--- config.mk ---
export PLATFORM = sky130hd
export DESIGN_NAME = bist_response_analyzer
export DESIGN_NICKNAME = d
export VERILOG_FILES = /design/src/rtl/bist_response_analyzer_pkg.sv /design/src/rtl/bist_response_analyzer_misr.sv /design/src/rtl/bist_response_analyzer.sv
export SDC_FILE = /design/constraint.sdc
export NUM_CORES = 1
export LEC_CHECK = 0
export CAP_MARGIN = 20
export CORE_MARGIN = 1.5
export CORE_UTILIZATION = 44
export CTS_BUF_LIST = sky130_fd_sc_hd__clkbuf_8
export DETAILED_ROUTE_END_ITERATION = 7
export GPL_ROUTABILITY_DRIVEN = 0
export PLACE_DENSITY = 0.73
export SLEW_MARGIN = 20
export SYNTH_ARGS = -nofsm -noshare
export SYNTH_HDL_FRONTEND = slang
export SYNTH_SLANG_ARGS = --single-unit
--- constraint.sdc ---
create_clock -name clk -period 2.29 [get_ports clk]
set_input_delay 0.458 -clock clk [delete_from_list [all_inputs] [get_ports clk]]
set_output_delay 0.458 -clock clk [all_outputs]
set_load 0.02 [all_outputs]
--- src/rtl/bist_response_analyzer_pkg.sv ---
// Shared BIST package: FSM state encoding, default MISR constants and
// the counter-width helper used by the response analyzer.
package bist_response_analyzer_pkg;

  typedef enum logic [2:0] {
    ST_IDLE    = 3'd0,
    ST_SEED    = 3'd1,
    ST_COMPACT = 3'd2,
    ST_COMPARE = 3'd3,
    ST_DONE    = 3'd4
  } bra_state_t;

  localparam logic [7:0] BRA_DEF_POLY   = 8'h1D;
  localparam logic [7:0] BRA_DEF_SEED   = 8'h00;
  localparam logic [7:0] BRA_DEF_GOLDEN = 8'h00;

  // Sample counter must reach NSAMPLES+1 so an overrun saturates above the
  // expected count instead of wrapping back onto it.
  function automatic int bra_cnt_w(input int nsamples);
    return $clog2(nsamples + 2);
  endfunction

endpackage

--- src/rtl/bist_response_analyzer_misr.sv ---
// bra_misr: multiple-input signature register. Shifts left, folds POLY in
// when the outgoing MSB is set, and XORs in the parallel data word.
module bra_misr #(
  parameter int               WIDTH = 8,
  parameter logic [WIDTH-1:0] POLY  = '0
) (
  input  logic             clk,
  input  logic             reset,
  input  logic             load,
  input  logic [WIDTH-1:0] seed,
  input  logic             enable,
  input  logic [WIDTH-1:0] data,
  output logic [WIDTH-1:0] sig
);

  logic [WIDTH-1:0] sig_nxt;

  // Next signature for one compaction step.
  always_comb begin
    sig_nxt = {sig[WIDTH-2:0], 1'b0} ^ (sig[WIDTH-1] ? POLY : '0) ^ data;
  end

  // Signature register: seed is a tied-off constant, so it doubles as the
  // reset value.
  always_ff @(posedge clk or negedge reset) begin
    if (!reset)      sig <= seed;
    else if (load)   sig <= seed;
    else if (enable) sig <= sig_nxt;
  end

endmodule

--- src/rtl/bist_response_analyzer.sv ---
// bist_response_analyzer: compacts CUT responses into a MISR while running,
// compares signature and sample count against golden values on finish, and
// hands pass/fail to the host over a valid/ack handshake.
// Optional macro BRA_SIG_OUT_EN exposes the live signature and sample count.
module bist_response_analyzer
  import bist_response_analyzer_pkg::*;
#(
  parameter int               WIDTH    = 8,
  parameter logic [WIDTH-1:0] POLY     = WIDTH'(BRA_DEF_POLY),
  parameter logic [WIDTH-1:0] SEED     = WIDTH'(BRA_DEF_SEED),
  parameter logic [WIDTH-1:0] GOLDEN   = WIDTH'(BRA_DEF_GOLDEN),
  parameter int               NSAMPLES = 5
) (
  input  logic             clk,
  input  logic             reset,
  input  logic             init,
  input  logic             running,
  input  logic             finish,
  input  logic [WIDTH-1:0] cut_data,
  input  logic             result_ack,
  output logic             result_valid,
  output logic             pass,
  output logic             fail
`ifdef BRA_SIG_OUT_EN
  ,
  output logic [WIDTH-1:0]                   signature,
  output logic [bra_cnt_w(NSAMPLES)-1:0]     sample_count
`endif
);

  localparam int            CW      = bra_cnt_w(NSAMPLES);
  localparam logic [CW-1:0] CNT_MAX = '1;
  localparam logic [CW-1:0] CNT_EXP = CW'(NSAMPLES);

  bra_state_t       state, state_nxt;
  logic [WIDTH-1:0] sig;
  logic [CW-1:0]    count;
  logic             misr_load, misr_en, match;

  assign misr_load = (state == ST_SEED);
  assign misr_en   = (state == ST_COMPACT) && running;
  assign match     = (sig == GOLDEN) && (count == CNT_EXP);

  // Next-state: init restarts from any state; otherwise normal sequencing.
  always_comb begin
    state_nxt = state;
    if (init) begin
      state_nxt = ST_SEED;
    end else begin
      case (state)
        ST_IDLE:    state_nxt = ST_IDLE;
        ST_SEED:    state_nxt = ST_COMPACT;
        ST_COMPACT: if (finish) state_nxt = ST_COMPARE;
        ST_COMPARE: state_nxt = ST_DONE;
        ST_DONE:    if (result_ack) state_nxt = ST_IDLE;
        default:    state_nxt = ST_IDLE;
      endcase
    end
  end

  // State register.
  always_ff @(posedge clk or negedge reset) begin
    if (!reset) state <= ST_IDLE;
    else        state <= state_nxt;
  end

  bra_misr #(
    .WIDTH (WIDTH),
    .POLY  (POLY)
  ) u_misr (
    .clk    (clk),
    .reset  (reset),
    .load   (misr_load),
    .seed   (SEED),
    .enable (misr_en),
    .data   (cut_data),
    .sig    (sig)
  );

  // Sample counter: cleared in SEED, saturates so overruns never alias.
  always_ff @(posedge clk or negedge reset) begin
    if (!reset)                          count <= '0;
    else if (misr_load)                  count <= '0;
    else if (misr_en && count != CNT_MAX) count <= count + 1'b1;
  end

  // Result handshake: latched in COMPARE, held through DONE until ack;
  // init discards any pending result.
  always_ff @(posedge clk or negedge reset) begin
    if (!reset) begin
      result_valid <= 1'b0;
      pass         <= 1'b0;
      fail         <= 1'b0;
    end else if (init) begin
      result_valid <= 1'b0;
      pass         <= 1'b0;
      fail         <= 1'b0;
    end else if (state == ST_COMPARE) begin
      result_valid <= 1'b1;
      pass         <= match;
      fail         <= !match;
    end else if (state == ST_DONE && result_ack) begin
      result_valid <= 1'b0;
      pass         <= 1'b0;
      fail         <= 1'b0;
    end
  end

`ifdef BRA_SIG_OUT_EN
  assign signature    = sig;
  assign sample_count = count;
`endif

endmodule

Yosys cells after proc, flatten, opt, wreduce, memory -nomap -nowiden
Index checks and enable logic that the tools add are counted.
{"block": "op_classes", "n_addsub": 1, "eq_ne": 8, "mux": 16, "n_bitwise": 2, "reduce_logical": 10}
{"op": "2-to-1 mux 8 bit", "count": 2}
{"op": "XOR 8 bit", "count": 2}
{"op": "2-to-1 mux 3 bit", "count": 5}
{"op": "case mux 3 bit (4 select lines)", "count": 1}
{"op": "inequality test 3 bit (second input constant)", "count": 3}
{"op": "zero test 8 bit", "count": 1}
{"op": "2-to-1 mux 1 bit", "count": 7}
{"op": "equality test 3 x 2 -> 1 bit (second input constant)", "count": 2}
{"op": "equality test 3 bit (second input constant)", "count": 2}
{"op": "2-to-1 mux 5 bit", "count": 1}
{"op": "logical AND 1 bit", "count": 4}
{"op": "nonzero test 2 bit", "count": 2}
{"op": "adder 3 x 1 -> 3 bit (second input constant)", "count": 1}
{"op": "equality test 3 x 1 -> 1 bit (second input constant)", "count": 1}
{"op": "nonzero test 3 bit", "count": 1}
{"op": "AND reduction 2 bit", "count": 1}
{"op": "zero test 1 bit", "count": 1}
{"block": "totals", "register_bits": 17, "in_bits": 14, "output_inout_bits": 3, "wordCells": 43}

Longest topological paths before layout
Gate-level depths: netlist of run 1.
{"block": "logic_depth", "word_depth": 5, "ltp_mapped": 5}

Worst setup path after synthesis of run 1
No wires, ideal clock.
{"block": "synth_timing", "path_kind": "register to register", "from": "register state[2]", "to": "register count[0]", "setup_time_ps": 129, "arrival_ps": 1111, "setup_slack_ps": 1050, "stages_incl_launch_ff": 5, "n_path_buf": 1, "synth_period_minus_slack_ps": 1240, "path_cell_list": "dfrtp_1 > buf_6 > or3b_1 > o211ai_1 > o31ai_1"}
{"block": "synth_via", "elab_chain_len": 4, "word_cells_on_any_way": 6, "cone_classes": "2 x eq/ne; 1 x mux; 3 x reduce/logical"}
{"item": "start: declaration", "line_no": "bist_response_analyzer.sv:35", "text": "bra_state_t state, state_nxt;"}
{"item": "start signal: assignment", "line_no": "bist_response_analyzer.sv:64", "text": "else state <= state_nxt;"}
{"item": "equality test 3 x 2 -> 1 bit", "line_no": "bist_response_analyzer.sv:41", "text": "assign misr_en = (state == ST_COMPACT) && running;"}
{"item": "logical AND 1 bit", "line_no": "bist_response_analyzer.sv:41"}
{"item": "logical AND 1 bit", "line_no": "bist_response_analyzer.sv:84", "text": "else if (misr_en && count != CNT_MAX) count <= count + 1'b1;"}
{"item": "nonzero test 2 bit (no line)"}
{"item": "end signal: assignment", "line_no": "bist_response_analyzer.sv:84"}
{"item": "end: declaration", "line_no": "bist_response_analyzer.sv:37", "text": "logic [CW-1:0] count;"}
Parallel ways exist; a longest one is shown, timed or not.
A chain may end at the register's enable or synchronous reset.

Final worst setup path of run 1
{"block": "layout_timing", "from": "register result_valid", "to": "output result_valid"}
{"item": "start: declaration", "line_no": "bist_response_analyzer.sv:21", "text": "output logic result_valid,"}
{"item": "start signal: assignment", "line_no": "bist_response_analyzer.sv:91", "text": "result_valid <= 1'b0;"}
{"item": "start signal: assignment", "line_no": "bist_response_analyzer.sv:95", "text": "result_valid <= 1'b0;"}
{"item": "start signal: assignment", "line_no": "bist_response_analyzer.sv:99", "text": "result_valid <= 1'b1;"}
No word-level cell between the ends.

==> run_results.csv, run 1 <==
group,metric,value,unit
run_status,status,"completed",
yosys,synth_cells,85,
floorplanning,initial_core_util,47.60,%
route,drt-total-wl,1763,um
critical_path,start_kind,"flop",
layout,fin_cells,127,
sta,rsz0062_at_grt,"false",
pwr,p_leak,0.0004635,uW
critical_path,crit_arrival,1.23,ns
floorplanning,dieWidth,49.31,um
route,wl_per_cell,13.88,um
min_path,hp-class,"reg2reg",
critical_path,cp-end-kind,"output port",
cts,clock-sinks,17,
layout,final_nets,118,
layout,drive_above_1_share,9.000,%
job,cap_violations,0,
cts,htree_levels,1,
route,postRouteAntennaNets,0,
placed_design,dp_cells,123,
yosys,synth_cell_types,34,
cts,cts_tree,"done",
floorplanning,rows,16,
sta,finalClockSkew,0.003910,ns
placed_design,dp_hpwl,1273,um
cts,cts_buffer_depth,2,
sta,hold_viol,0,
floorplanning,design.core.area,0.001982,mm2
sta,setup_viol,0,
placed_design,port_buffers,16,
cts,clk_pin_slew,0.07,ns
grt,antenna_found_initial,0,
pwr,power.density,633.3,mW/mm2
sta,worst_slew_pin_slew,0.4136,ns
route,vias,674,
pwr,max-vdd-ir-drop,399.3,uV
layout,diodes,0,
critical_path,slowest_delay,0.61,ns
layout,area_growth,20.69,%
layout,mostFrequentLayoutCells,"17 x dfrtp_1, 16 x clkdlybuf4s50_1, 9 x nor2_1, 9 x xnor2_1, 6 x a211oi_1",
yosys,syn_nets,102,
sta,fin_setup_tns,0,ns
route,first_iter_violations,5,
floorplanning,ioPinCount,17,
grt,grt.overflow.total,0,
critical_path,crit_fanout,3,
floorplanning,die_h,49.31,um
route,drc,0,
critical_path,crit_required,1.83,ns
sta,fmax,592.7,MHz
cts,cts_hold_buf,0,
critical_path,slowest_stage,"clkdlybuf4s50_1",
sta,fin_crit_sh,73.67,%
critical_path,regToRegSetupSlack,0.80,ns
critical_path,critical_path.top_delay_family,"buffers and inverters",
critical_path,path_buf_inv,1,
yosys,ys_seq_elements,17,
yosys,syn_area_per_cell,11.10,um2
floorplanning,die_area,0.002431,mm2
grt,grt_use_total,15.98,%
cts,ctsResizeCount,0,
sta,drv_slew,0,
cts,cts_made_buffers,3,
cts,cts-root-buf,"clkbuf_8",
grt,first_global_vias,667,
yosys,yosys_warnings,0,
critical_path,cp_cell_sequence,"clkdlybuf4s50_1",
cts,worstSkewPairLatency,0.24,ns
route,first_pass_iters,4,
sta,maxSlewHeadroom,72.31,%
grt,grt_pass1_wl,2994,um
yosys,syn_area,943.4,um2
sta,fin_crit,1.687,ns
grt,grt_max_degree,18,
layout,mostFrequentLayoutCell,"dfrtp_1",
yosys,ys_seq_area_share,45.09,%
route,via_per_inst,5.307,
critical_path,path_class,"reg2out",
cts,post_cts_buffers,0,
[flip-flops by register name, indices dropped and copies added, names as in the netlist]
signal	count
fail	1
result_valid	1
u_misr.sig	8
state	3
count	3
pass	1
[synthesized netlist by cell type, drive strengths merged]
library cell  instances  area (um2)
nand4bb               1       11.26
nand3b                1       7.510
a211oi                6       45.04
nor3b                 1       12.51
and2                  1       6.260
o2bb2ai               1       8.760
a32o                  1       10.01
buf                   6       51.30
nor4                  1       6.260
xor2                  3       26.28
o31ai                 2       15.01
inv                   1       3.750
xnor2                 9       78.83
nand4b                1       8.760
and4bb                1       12.51
nor4b                 2       17.52
dfrtp                17       425.4
nor3                  1       5.000
a21oi                 1       5.000
nand2                 1       3.750
o21ba                 1       10.01
o21ai                 4       20.02
nand3                 3       15.01
or3b                  1       8.760
and3b                 1       8.760
nor2                  9       33.78
o211ai                2       15.01
a21bo                 1       10.01
a311oi                1       15.01
ha                    3       37.54
a31o                  1       8.760
[stage by stage]
stage / util [%] / total power (uW) / hold slack [ns] / cell area (um2) / setup slack (ns)
after global placement: 55.18 / 508.6 / 0.4859 / 1094 / 0.5151
final: 57.45 / 721.0 / 0.4978 / 1139 / 0.6029
after global routing: 57.45 / 760.9 / 0.5129 / 1139 / 0.5753
after CTS: 57.45 / 729.6 / 0.5006 / 1139 / 0.5951
after floorplan: - / 461.9 / 0.1624 / 943.4 / 1.050
after detailed placement: 55.18 / 512.3 / 0.4729 / 1094 / 0.4807
[cell families after synthesis]
logic type | synth area share (%)
flops | 45.09
fa+ha+maj | 3.979
buf+inv | 5.835
simple gates | 16.71
compound gates | 17.24
xor+xnor | 11.14
[power by group]
part	internal (uW)	leakage, uW	switching, uW
clock	119	0.0000269	96.6
sequential	326	0.000230	36.3
combinational	80.4	0.000207	63.2
[routing by layer]
metal	GRT usage, %	up-vias	share of wire [%]
met5	0	-	0
met4	6.667	0	1.4
met3	3.374	2	4.1
met2	25.23	16	50
met1	21.14	315	45
li1	-	341	-
[cell type report]
class	instances	area, um2
Clock buffer	3	41.29
Tap cell	27	33.78
Fill cell	160	843.3
Clock inverter	1	3.754
Multi-Input combinational cell	61	462.9
Sequential cell	17	425.4
Timing Repair Buffer	17	167.7
Inverter	1	3.754
[worst paths after layout]
check                                  start            end  depth (start not counted)
max in group asynchronous              reset  u_misr.sig[3]                          2
worst min register to register          pass           pass                          1
worst max register to register      state[2]       count[1]                          3
worst max-delay path            result_valid   result_valid                          1
worst min-delay path                    pass           pass                          1
min in group asynchronous              reset           fail                          2
Note: power is estimated with default switching activity, not from simulation.
==> inputs of run 2 (changes only) <==
--- a/config.mk
+++ b/config.mk
@@ -11,7 +11,7 @@
 export CTS_BUF_LIST = sky130_fd_sc_hd__clkbuf_8
 export DETAILED_ROUTE_END_ITERATION = 7
 export GPL_ROUTABILITY_DRIVEN = 0
-export PLACE_DENSITY = 0.73
+export PLACE_DENSITY = 0.75
 export SLEW_MARGIN = 20
 export SYNTH_ARGS = -nofsm -noshare
 export SYNTH_HDL_FRONTEND = slang
==> constraint.sdc (replaced) <==
create_clock -name clk -period 1.45 [get_ports clk]
set_input_delay 0.29 -clock clk [delete_from_list [all_inputs] [get_ports clk]]
set_output_delay 0.29 -clock clk [all_outputs]
set_load 0.02 [all_outputs]
==> run 2 against run 1 <==
  * Non-clock buffer count grew 4
  * Sequential share of layout area shrank 0.84 points
  * Clock skew shrank 0.0028 ns
  * Combinational power grew 67%
  * Cell count grew 3.1%
  * Power grew 59%
  * Die area is the same
  * Largest cell class unchanged
  * Highest routed layer unchanged
==> run_results.csv, run 2 (same netlist as run 1, synthesis figures left out) <==
group,metric,value,unit
run_status,status,"completed",
grt,grt.overflow.total,0,
cts,worstSkewPairLatency,0.25,ns
critical_path,r2r_start,"state[0]",
cts,post_cts_buffers,0,
critical_path,slowest_stage,"dfrtp_1",
floorplanning,initial_core_util,47.60,%
sta,rsz0062_at_grt,"false",
critical_path,cp_cell_sequence,"and4bb_2 -> nor2_1 -> a211oi_1",
grt,grt_use_total,16.85,%
route,drt-total-wl,1733,um
route,wl_per_cell,13.23,um
layout,largest_register,"u_misr.sig",
pwr,p_leak,0.0004943,uW
critical_path,path_class,"reg2reg",
layout,diodes,0,
sta,setup_viol,0,
cts,cts-root-buf,"clkbuf_8",
cts,clock-sinks,17,
floorplanning,die_area,0.002431,mm2
grt,grt_pass1_wl,3125,um
sta,finalClockSkew,0.001092,ns
cts,cts_tree,"done",
critical_path,reg2reg_to,"u_misr.sig[7]",
route,drc,0,
pwr,power,1148,uW
sta,worst_slew_pin_slew,0.3753,ns
grt,grt_max_degree,18,
route,vias,724,
cts,htree_levels,1,
layout,drive_above_1_share,13.46,%
min_path,hp-class,"in2async",
sta,fin_setup_tns,0,ns
layout,final_nets,122,
critical_path,crit_fanout,10,
critical_path,slowest_delay,0.48,ns
sta,maxSlewHeadroom,74.87,%
grt,first_global_vias,693,
grt,antenna_found_initial,0,
layout,mostFrequentLayoutCells,"17 x dfrtp_1, 13 x clkdlybuf4s50_1, 9 x nor2_1, 9 x xnor2_1, 6 x a211oi_1",
pwr,power.density,985.2,mW/mm2
layout,mostFrequentLayoutCell,"dfrtp_1",
cts,clk_pin_slew,0.06,ns
route,first_iter_violations,12,
critical_path,regToRegSetupSlack,0.11,ns
cts,cts_buffer_depth,2,
sta,hold_viol,0,
layout,fin_util,58.78,%
floorplanning,rows,16,
layout,largestRegisters,"u_misr.sig x8, count x3, state x3",
sta,drv_slew,0,
layout,largest_register_ffs,8,
critical_path,start_kind,"flop",
floorplanning,ioPinCount,17,
floorplanning,die_h,49.31,um
placed_design,pre_cts_ws,-0.1159,ns
critical_path,reg2regPathDepth,3,
sta,fin_crit_sh,92.42,%
route,via_per_inst,5.527,
sta,fmax,746.2,MHz
job,cap_violations,0,
route,postRouteAntennaNets,0,
layout,area_growth,23.48,%
critical_path,crit_required,1.60,ns
placed_design,dp_hpwl,1288,um
sta,fin_ws,0.1099,ns
floorplanning,dieWidth,49.31,um
placed_design,port_buffers,16,
critical_path,cp-end-kind,"flop",
floorplanning,design.core.area,0.001982,mm2
sta,fin_crit,1.340,ns
route,first_pass_iters,4,
pwr,max-vdd-ir-drop,602.2,uV
cts,cts_made_buffers,3,
critical_path,crit_arrival,1.49,ns
run 2: changes by cell type in the layout (fill, tap and decap cells not counted), sizes merged:
cell / change
clkdlybuf4s50: -3
buf: +4
dlygate4sd2: +3
run 2: cell type report:
class	instances	area, um2
fillers	168	817.0
multi-input cells	61	462.9
flip-flops and latches	17	425.4
repair buffers	21	193.9
clock buffers	3	41.29
well taps	27	33.78
clock inverters	1	3.754
inverters	1	3.754
run 2: critical path, delay by kind of cell, from the launching register on:
family / cells / cell delay (ns)
AO/OA/AOI/OAI: 1 / 0.24
AND/OR/NAND/NOR: 2 / 0.53
flip-flops: 1 / 0.48
run 2: how the worst max path moves through the flow:
| stage | startpoint | end | slack [ns] | cells past startpoint |
|---|---|---|---|---|
| floorplan | state[2] | count[0] | 0.21 | 4 |
| CTS | state[0] | u_misr.sig[7] | 0.06 | 3 |
| global route | count[0] | count[2] | 0.04 | 4 |
| detailed placement | running | u_misr.sig[7] | -0.12 | 4 |
| finish | state[0] | u_misr.sig[7] | 0.11 | 3 |
| global placement | running | u_misr.sig[1] | -0.03 | 4 |
run 2: per-stage QoR:
stage / cell area [um2] / hold slack (ns) / cells
2_1_floorplan: 943.4 / -0.005591 / 85
3_3_place_gp: 1124 / 0.4796 / 127
3_5_place_dp: 1124 / 0.4724 / 127
4_1_cts: 1165 / 0.3628 / 131
5_1_grt: 1165 / 0.4050 / 131
6_report: 1165 / 0.3607 / 131
run 2: per-layer routing:
| layer | GRT usage [%] | part of all wire [%] | vias to the layer above |
|---|---|---|---|
| met5 | 0 | 0 | - |
| met4 | 5.714 | 0.63 | 0 |
| met3 | 3.988 | 4.0 | 2 |
| met2 | 25.45 | 50 | 16 |
| met1 | 23.58 | 46 | 358 |
| li1 | - | - | 348 |
run 2: timing repair:
action / in CTS / in global routing
hold buffers: 0 / 0
setup endpoints to repair: 3 / 1
gates resized for setup: 3 / 1
run 2: where the power goes:
part           leakage, uW  switching, uW  internal [uW]  total [uW]
clock network    0.0000269            155            188         343
logic             0.000237            107            132         240
registers         0.000230           50.3            515         565
total             0.000494            313            835        1150
